<file path="src/rtl/pc_count_if.sv">
`default_nettype none
// ============================================================================
// pc_count_if : branch/offset qualifiers in, program counter out
// Revision    : 1.0
// ============================================================================
interface pc_count_if #(
   parameter int WIDTH = 8
);
   logic [WIDTH-1:0] incrementOffset;
   logic             branch;
   logic [WIDTH-1:0] PC;

   modport master (
      output incrementOffset,
      output branch,
      input  PC
   );

   modport slave (
      input  incrementOffset,
      input  branch,
      output PC
   );
endinterface
`default_nettype wire

</file>
<file path="src/rtl/pc_count.sv">
`default_nettype none
// ============================================================================
// pc_count : fetch-stage program counter, sequential step or PC-relative branch
// Revision : 1.0
// ============================================================================
module pc_count #(
   parameter int WIDTH       = 8,
   parameter int STEP        = 4,
   parameter int RESET_VALUE = 0
) (
   input  wire logic    clk,
   input  wire logic    rst,
   pc_count_if.slave    bus
);
   localparam logic [WIDTH-1:0] c_step  = WIDTH'(STEP);
   localparam logic [WIDTH-1:0] c_reset = WIDTH'(RESET_VALUE);

   logic [WIDTH-1:0] r_pc;

   // Offset and PC share one width, so a plain modulo-2^WIDTH add already
   // applies the offset as sign-extended; wrap-around is intentional.
   always_ff @(posedge clk) begin
      if (rst) begin
         r_pc <= c_reset;
      end else if (bus.branch) begin
         r_pc <= r_pc + bus.incrementOffset;
      end else begin
         r_pc <= r_pc + c_step;
      end
   end

   assign bus.PC = r_pc;
endmodule
`default_nettype wire

</file>
<file path="src/flat_wrapper.sv">
// flat-port wrapper written by rule: the top's interface ports become plain ports
module pc_count_flat 
#(
   parameter int WIDTH       = 8,
   parameter int STEP        = 4,
   parameter int RESET_VALUE = 0
)
  (clk, rst, bus_incrementOffset, bus_branch, bus_PC);
  pc_count_if #(.WIDTH(WIDTH)) bus_i ();
  input  wire logic clk;
  input  wire logic rst;
  input wire logic [$bits(bus_i.incrementOffset)-1:0] bus_incrementOffset;
  input wire logic [$bits(bus_i.branch)-1:0] bus_branch;
  output wire logic [$bits(bus_i.PC)-1:0] bus_PC;
  assign bus_i.incrementOffset = bus_incrementOffset;
  assign bus_i.branch = bus_branch;
  assign bus_PC = bus_i.PC;
  pc_count #(.WIDTH(WIDTH), .STEP(STEP), .RESET_VALUE(RESET_VALUE)) u_core (.clk(clk), .rst(rst), .bus(bus_i));
endmodule
</file>
<file path="config.mk">
export PLATFORM = sky130hd
export DESIGN_NAME = pc_count_flat
export DESIGN_NICKNAME = d
export VERILOG_FILES = /design/src/rtl/pc_count_if.sv /design/src/rtl/pc_count.sv /design/src/flat_wrapper.sv
export SDC_FILE = /design/constraint.sdc
export NUM_CORES = 1
export LEC_CHECK = 0
export ABC_AREA = 0
export BUFFER_PORTS_ARGS = -buffer_cell sky130_fd_sc_hd__buf_2
export CAP_MARGIN = 25
export CORE_MARGIN = 2
export CORE_UTILIZATION = 44
export CTS_CLUSTER_DIAMETER = 200
export DETAILED_ROUTE_END_ITERATION = 7
export PLACE_DENSITY = 0.83
export SYNTH_ARGS = -nofsm -noshare
export SYNTH_HDL_FRONTEND = slang
export SYNTH_SLANG_ARGS = --single-unit
</file>
<file path="constraint.sdc">
create_clock -name clk -period 1.7 [get_ports clk]
set_clock_uncertainty 0.1 [all_clocks]
set_input_delay 0.085 -clock clk [delete_from_list [all_inputs] [get_ports clk]]
set_output_delay 0.085 -clock clk [all_outputs]
set_load 0.03 [all_outputs]
</file>
# == After elaboration in Yosys (flattened, before gate mapping) ==
# Cells that the tools add are included.
# op_classes
n_mux,1
addsub,2
# ops
op,count
$add A8 B3 Y8 const B,1
$add A8 B8 Y8,1
$mux W8,1
# word_totals
ff_bits,8
input_bits,11
out_inout_bits,8
word_cells,4

# == Depth between registers and ports, before layout ==
# Gate-level depths: netlist (run 1).
# depth
word_depth,2
ltp_mapped,7
mapped_depth_nobuf,7

# == Worst setup path before layout (run 1) ==
# Ideal clock, no wire load.
# synth_path
path_type,reg2reg
from,"reg u_core.r_pc[1], in the netlist u_core.bus.PC[1]"
to,"reg u_core.r_pc[7], in the netlist u_core.bus.PC[7]"
stages_incl_launch_ff,7
path_slack_ps,-378
synth_period_minus_slack_ps,2078
t_arrival_ps,1854
n_path_buf,0
setup_time_ps,123
required_time_ps,1477
cell_sequence,dfxtp_1 > ha_1 > a211oi_2 > o21bai_1 > a21o_1 > a211oi_2 > mux2_1
# synth_between
elab_chain_len,2
word_cells_on_any_way,3
classes_between,2 x add/sub; 1 x mux
# synth_lines
element,line,rtl
"start, declared",pc_count.sv:18,logic [WIDTH-1:0] r_pc;
"start signal, assigned",pc_count.sv:24,r_pc <= c_reset;
"start signal, assigned",pc_count.sv:26,r_pc <= r_pc + bus.incrementOffset;
"start signal, assigned",pc_count.sv:28,r_pc <= r_pc + c_step;
$add A8 B3 Y8 or $add A8 B8 Y8 (tied branches),"pc_count.sv:28, pc_count.sv:26",
$mux W8 *,pc_count.sv:25,end else if (bus.branch) begin
# Mark *: on every way between the ends. The rest lies on a longest branch, timed or not.
# A chain may end at the register's enable or synchronous reset.

# == Final worst setup path (run 1) ==
# Ends and elaborated chain as after synthesis.

==> flow_summary_export.csv, run 1 <==
group,metric,value,unit
status,run_status,"finished, violations left",
status,failed_checks,"setup timing",
final_layout,area_growth,53.2,%
timing,slew_headroom,0.788,
grt,grt_max_degree,17,
final_layout,largest_register_ffs,8,
grt,grt_pass1_wl,2.93,mm
critical_path,startpoint,"u_core.bus.PC[1]",
power,p_int,0.547,mW
grt,use_met2,0.342,
placed_design,port_buffers,18,
power,power_frac_clock,0.191,
yosys,synth_top_area_cell,"dfxtp_1",
run,cap_violations,0,
power,p_comb_frac,0.531,
critical_path,path_delay_family,"compound AO/OA/AOI/OAI gates",
clocking,root_buffer,"clkbuf_4",
timing,fin_crit_sh,1.07,
timing,grt_setup_unrepaired,"true",
floorplan,die_height,42.5,um
timing,period_minus_slack,1.82,ns
timing,fmax,548,MHz
clocking,cts_sinks,8,
critical_path,rr_endpoint,"u_core.bus.PC[7]",
floorplan,row_count,13,
power,p_switching,0.350,mW
final_layout,diodes,0,
critical_path,crit_buf_inv,0,
placed_design,pre_cts_ws,-0.128,ns
yosys,syn-cell-area,652,um2
clocking,clockBufferDepth,2,
grt,grt_pass1_vias,647,
critical_path,cp_common_cell,"a211oi_2",
drt,drtIter0Drc,13,
yosys,yosys-top-cells-area,"dfxtp_1 (25%), ha_1 (15%), a211oi_2 (5.8%)",
grt,met3_usage,0.0517,
power,power_density,899,mW/mm2
yosys,synth_nets,92,
drt,vias_per_cell,5.50,
clocking,clk_latency,0.27,ns
floorplan,start_util,0.483,
critical_path,worst_path_max_delay_cell,"dfxtp_4",
drt,vias,654,
drt,totalWireLength,1.66,mm
timing,setup_viol,4,
yosys,ys_ff_latch,8,
timing,worst_pin_slew,0.317,ns
drt,ant_nets,0,
timing,fin_ws,-0.124,ns
drt,drt_first_pass_iters,4,
power,p_leak,0.458,nW
clocking,clk_pin_slew,0.07,ns
worst_hold_path,hp-class,"in2reg",
placed_design,dp_hpwl,1.28,mm
yosys,syn_inst,72,
timing,finalMaxSlewViolations,0,
timing,final-hold-violation-count,0,
grt,grt_busiest_layer,"met2",
power,peakVddDrop,0.000617,V
final_layout,drive_gt1_frac,0.558,
critical_path,crit_type,"reg2reg",
floorplan,dieWidth,42.5,um
critical_path,cp-end-kind,"flop",
critical_path,rr_startpoint,"u_core.bus.PC[1]",
yosys,yosys_warnings,0,
grt,grt_antenna_before_repair,0,
clocking,cts.htree.levels,1,
critical_path,crit_path_start_kind,"flop",
critical_path,cp.depth,6,
power,pwr-share-seq,0.278,
power,swShare,0.391,
clocking,cts_inserted_buffers,3,
critical_path,reg2reg_slack,-0.12,ns
drt,drc,0,
critical_path,endpoint,"u_core.bus.PC[7]",
critical_path,critical_path_arrival,1.88,ns
clocking,hold_buffers,0,
floorplan,die_area,0.00181,mm2
placed_design,place_congestion,0.782,
timing,hold_slack,0.0344,ns
critical_path,reg2reg_depth,6,
grt,grt_usage,0.220,
final_layout,final_nets,125,
yosys,ys_seq_area_frac,0.246,
drt,wl_per_cell,14.0,um
grt,grt_use_met1,0.290,
critical_path,cp_max_fo,3,
clocking,cts_tree,"yes",
grt,grt_overflow,0,
yosys,synth_area_per_cell,9.05,um2
floorplan,pin_count,19,
floorplan,coreArea,0.00135,mm2
critical_path,path_cells,"ha_4 > a211oi_2 > o21bai_2 > a21o_1 > a211oi_2 > mux2_4",
yosys,synth.distinct_cells,28,
yosys,synth.top_cell.area_share,0.246,
critical_path,timing.critical_path.slowest_cell_delay,0.36,ns
critical_path,required,1.75,ns
## cells in the mapped netlist, drive strengths merged
cell type	count
nor4	1
fa	1
o31ai	1
o21bai	1
nor2	8
xor2	4
a21oi	4
ha	8
or4bb	1
a31o	1
mux2	1
o21a	1
nand2b	1
mux2i	3
nor2b	1
o21ai	3
clkbuf	2
nand3	3
nor3b	2
xnor2	3
dfxtp	8
a211oi	5
a21o	3
a211o	1
nand2	4
nor3	1
## placed cells by master, fill, tap and decap left out, drive strengths merged, types with 2 or more instances in the layout
master	n
o21ai	3
a21oi	4
a21o	3
a211oi	5
buf	30
dfxtp	8
xnor2	3
nor3b	2
ha	8
nand2	4
nand3	3
xor2	4
nor2	8
clkbuf	4
mux2i	3
## area by class of cell
class                      count  area (um2)
clock buffer                   4        26.3
fill                         104         352
sequential                     8         179
tap                           15        18.8
timing repair buffer          30         180
multi-input combinational     62         594
## worst register-to-register path, stage by stage, from the launching register on
cell and delay, ns:
dfxtp_4 0.36, ha_4 0.24, a211oi_2 0.19, o21bai_2 0.11, a21o_1 0.18, a211oi_2 0.20, mux2_4 0.32
## cell families (layout without fill, tap and decap cells)
group / after synthesis / in the layout / synth area share
AO/OA/AOI/OAI: 20 / 20 / 0.232
XOR/XNOR: 7 / 7 / 0.0941
adder cells (fa/ha/maj): 9 / 9 / 0.184
buffers and inverters: 2 / 34 / 0.0115
flip-flops: 8 / 8 / 0.246
multiplexers: 4 / 4 / 0.0633
AND/OR/NAND/NOR: 22 / 22 / 0.169
## per-layer routing
metal	up-vias	part of all wire
met5	-	0
met3	5	0.032
met4	0	0.019
met1	307	0.45
met2	13	0.49
li1	329	-
## repair_timing
item / CTS / global route
setup endpoints to repair: 4 / 4
buffers inserted: 1 / 1
pin swaps: 2 / 2
resized for setup: 1 / 5
## stage by stage
stage	cell area [um2]	util	setup TNS (ns)	total power [mW]	std cells
2_1_floorplan	756	-	-0.162	0.552	72
3_3_place_gp	932	0.690	-0.144	0.679	113
3_5_place_dp	932	0.690	-0.258	0.696	113
4_1_cts	966	0.715	-0.264	0.879	118
5_1_grt	998	0.740	-0.533	0.965	119
6_report	998	0.740	-0.247	0.897	119
## how the worst min path moves through the flow
stage | startpoint | end | slack, ns | cells past startpoint
floorplan | rst | u_core.bus.PC[7] | 0.21 | 2
global placement | rst | u_core.bus.PC[1] | 0.30 | 2
detailed placement | rst | u_core.bus.PC[5] | 0.31 | 2
CTS | rst | u_core.bus.PC[2] | 0.03 | 2
global route | rst | u_core.bus.PC[1] | 0.05 | 2
finish | rst | u_core.bus.PC[0] | 0.03 | 2
## power by group through the flow
stage	sequential (mW)	clock, mW	combinational [mW]
4_1_cts	0.250	0.176	0.453
5_1_grt	0.254	0.190	0.520
2_1_floorplan	0.321	0	0.230
3_3_place_gp	0.253	0	0.426
6_report	0.249	0.171	0.477
3_5_place_dp	0.254	0	0.442
No activity file was read; power rests on OpenSTA's default activity.
==> run 2, diff against run 1 <==
--- a/config.mk
+++ b/config.mk
@@ -15,2 +15,3 @@
 export PLACE_DENSITY = 0.83
+export SLEW_MARGIN = 5
 export SYNTH_ARGS = -nofsm -noshare
--- a/constraint.sdc
+++ b/constraint.sdc
@@ -4,2 +4,2 @@
 set_output_delay 0.085 -clock clk [all_outputs]
-set_load 0.03 [all_outputs]
+set_load 0.01 [all_outputs]
==> flow_summary_export.csv, run 2 (synthesis gave the netlist of run 1 again) <==
group,metric,value,unit
final_layout,final_util,0.764,
power,peakVddDrop,0.000648,V
power,p_comb_frac,0.529,
critical_path,crit_type,"reg2reg",
floorplan,row_count,13,
power,pwr-share-seq,0.278,
final_layout,fin_area,0.00103,mm2
critical_path,cp-end-kind,"flop",
placed_design,place_congestion,0.826,
power,p_switching,0.329,mW
floorplan,die_area,0.00181,mm2
drt,vias,656,
grt,grt_usage,0.217,
clocking,cts_tree,"yes",
power,power_density,867,mW/mm2
final_layout,area_growth,58.2,%
critical_path,crit_path_start_kind,"flop",
timing,fin_crit_sh,1.08,
grt,grt_pass1_vias,659,
power,power,0.894,mW
final_layout,largest_register_ffs,8,
timing,worst_pin_slew,0.335,ns
timing,final-hold-violation-count,0,
floorplan,coreArea,0.00135,mm2
final_layout,drive_gt1_frac,0.566,
power,p_leak,0.468,nW
placed_design,dp_hpwl,1.31,mm
floorplan,pin_count,19,
placed_design,port_buffers,18,
drt,ant_nets,0,
power,p_int,0.565,mW
drt,drt_first_pass_iters,4,
placed_design,pre_cts_ws,-0.168,ns
clocking,cts_inserted_buffers,3,
final_layout,nFillCells,98,
clocking,cts_sinks,8,
placed_design,placedCellCount,115,
timing,grt_setup_unrepaired,"true",
power,power_frac_clock,0.193,
clocking,cts.htree.levels,1,
status,run_status,"finished, violations left",
timing,period_minus_slack,1.84,ns
critical_path,rr_startpoint,"u_core.bus.PC[1]",
floorplan,die_height,42.5,um
floorplan,dieWidth,42.5,um
timing,setup_tns,-0.474,ns
worst_hold_path,hp-start,"rst",
grt,grt_antenna_before_repair,0,
timing,fin_ws,-0.142,ns
timing,slew_headroom,0.777,
clocking,root_buffer,"clkbuf_4",
timing,hold_slack,0.0528,ns
grt,grt_pass1_wl,2.95,mm
power,swShare,0.368,
final_layout,final_cell_mix,"buf_2 (18), buf_4 (13), nor2_1 (8)",
final_layout,final_common_cell,"buf_2",
drt,totalWireLength,1.74,mm
floorplan,start_util,0.483,
status,failed_checks,"setup timing",
drt,drc,0,
critical_path,critical_path_arrival,1.92,ns
timing,setup_viol,4,
timing,fmax,543,MHz
grt,grt_max_degree,17,
clocking,clockBufferDepth,2,
critical_path,startpoint,"u_core.bus.PC[1]",
final_layout,final_cells,121,
clocking,clk_pin_slew,0.07,ns
grt,grt_overflow,0,
timing,finalMaxSlewViolations,0,
placed_design,placed_area,927,um2
drt,vias_per_cell,5.42,
critical_path,required,1.78,ns
worst_hold_path,hp-class,"in2reg",
run,cap_violations,0,
final_layout,diodes,0,
drt,wl_per_cell,14.4,um
drt,drtIter0Drc,3,
clocking,clk_latency,0.26,ns
final_layout,final_nets,127,
critical_path,cp_max_fo,3,
## run 2: cell count changes in the layout (fill, tap and decap cells not counted), moves of 2 or more
| cell | previous run | this run |
|---|---|---|
| a211oi_1 | 2 | 0 |
| a211oi_2 | 3 | 5 |
| dfxtp_1 | 1 | 3 |
| dfxtp_4 | 4 | 1 |
## run 2: path summary, 6_finish.rpt
kind                            depth (start not counted)  slack, ns                to
worst max-delay path                                    8      -0.14  u_core.bus.PC[5]
worst min-delay path                                    2       0.05  u_core.bus.PC[0]
worst max register to register                          8      -0.14  u_core.bus.PC[5]
worst min register to register                          2       0.45  u_core.bus.PC[7]
## run 2: power groups by stage
| stage | Combinational (mW) | Clock [mW] | Sequential, mW |
|---|---|---|---|
| after floorplan | 0.229 | 0 | 0.275 |
| final | 0.473 | 0.172 | 0.248 |
| after CTS | 0.441 | 0.177 | 0.248 |
| after global placement | 0.388 | 0 | 0.251 |
| after detailed placement | 0.406 | 0 | 0.252 |
| after global routing | 0.516 | 0.182 | 0.253 |
## run 2: per-layer routing
metal  GRT usage  wire, um  share of wire  vias up
li1            -         -              -      333
met1       0.274       821           0.47      305
met2       0.357       844           0.49       14
met3      0.0388        48          0.028        4
met4      0.0938        26          0.015        0
met5           0         0              0        -
## run 2: layout make-up
| type | instances | area, um2 | area share |
|---|---|---|---|
| Tap cell | 15 | 18.8 | 0.0182 |
| Sequential cell | 8 | 169 | 0.164 |
| Timing Repair Buffer | 32 | 199 | 0.193 |
| Multi-Input combinational cell | 62 | 618 | 0.600 |
| Clock buffer | 4 | 26.3 | 0.0255 |
## run 2: what timing repair did
item                                    4_1_cts  5_1_grt
pin swaps                                     2        1
hold buffers                                  0        0
cloned                                        0        0
setup buffers                                 1        1
resized for setup                             5        5
endpoints found under the hold margin         0        0
endpoints found under the setup margin        4        4
## run 2: critical path, cell delays in order (launching register included)
cell and delay [ns]:
dfxtp_4 0.37, ha_4 0.24, a211oi_2 0.17, o21bai_1 0.11, a21o_1 0.19, buf_4 0.14, buf_6 0.11, xnor2_2 0.12
a211oi_2 0.20
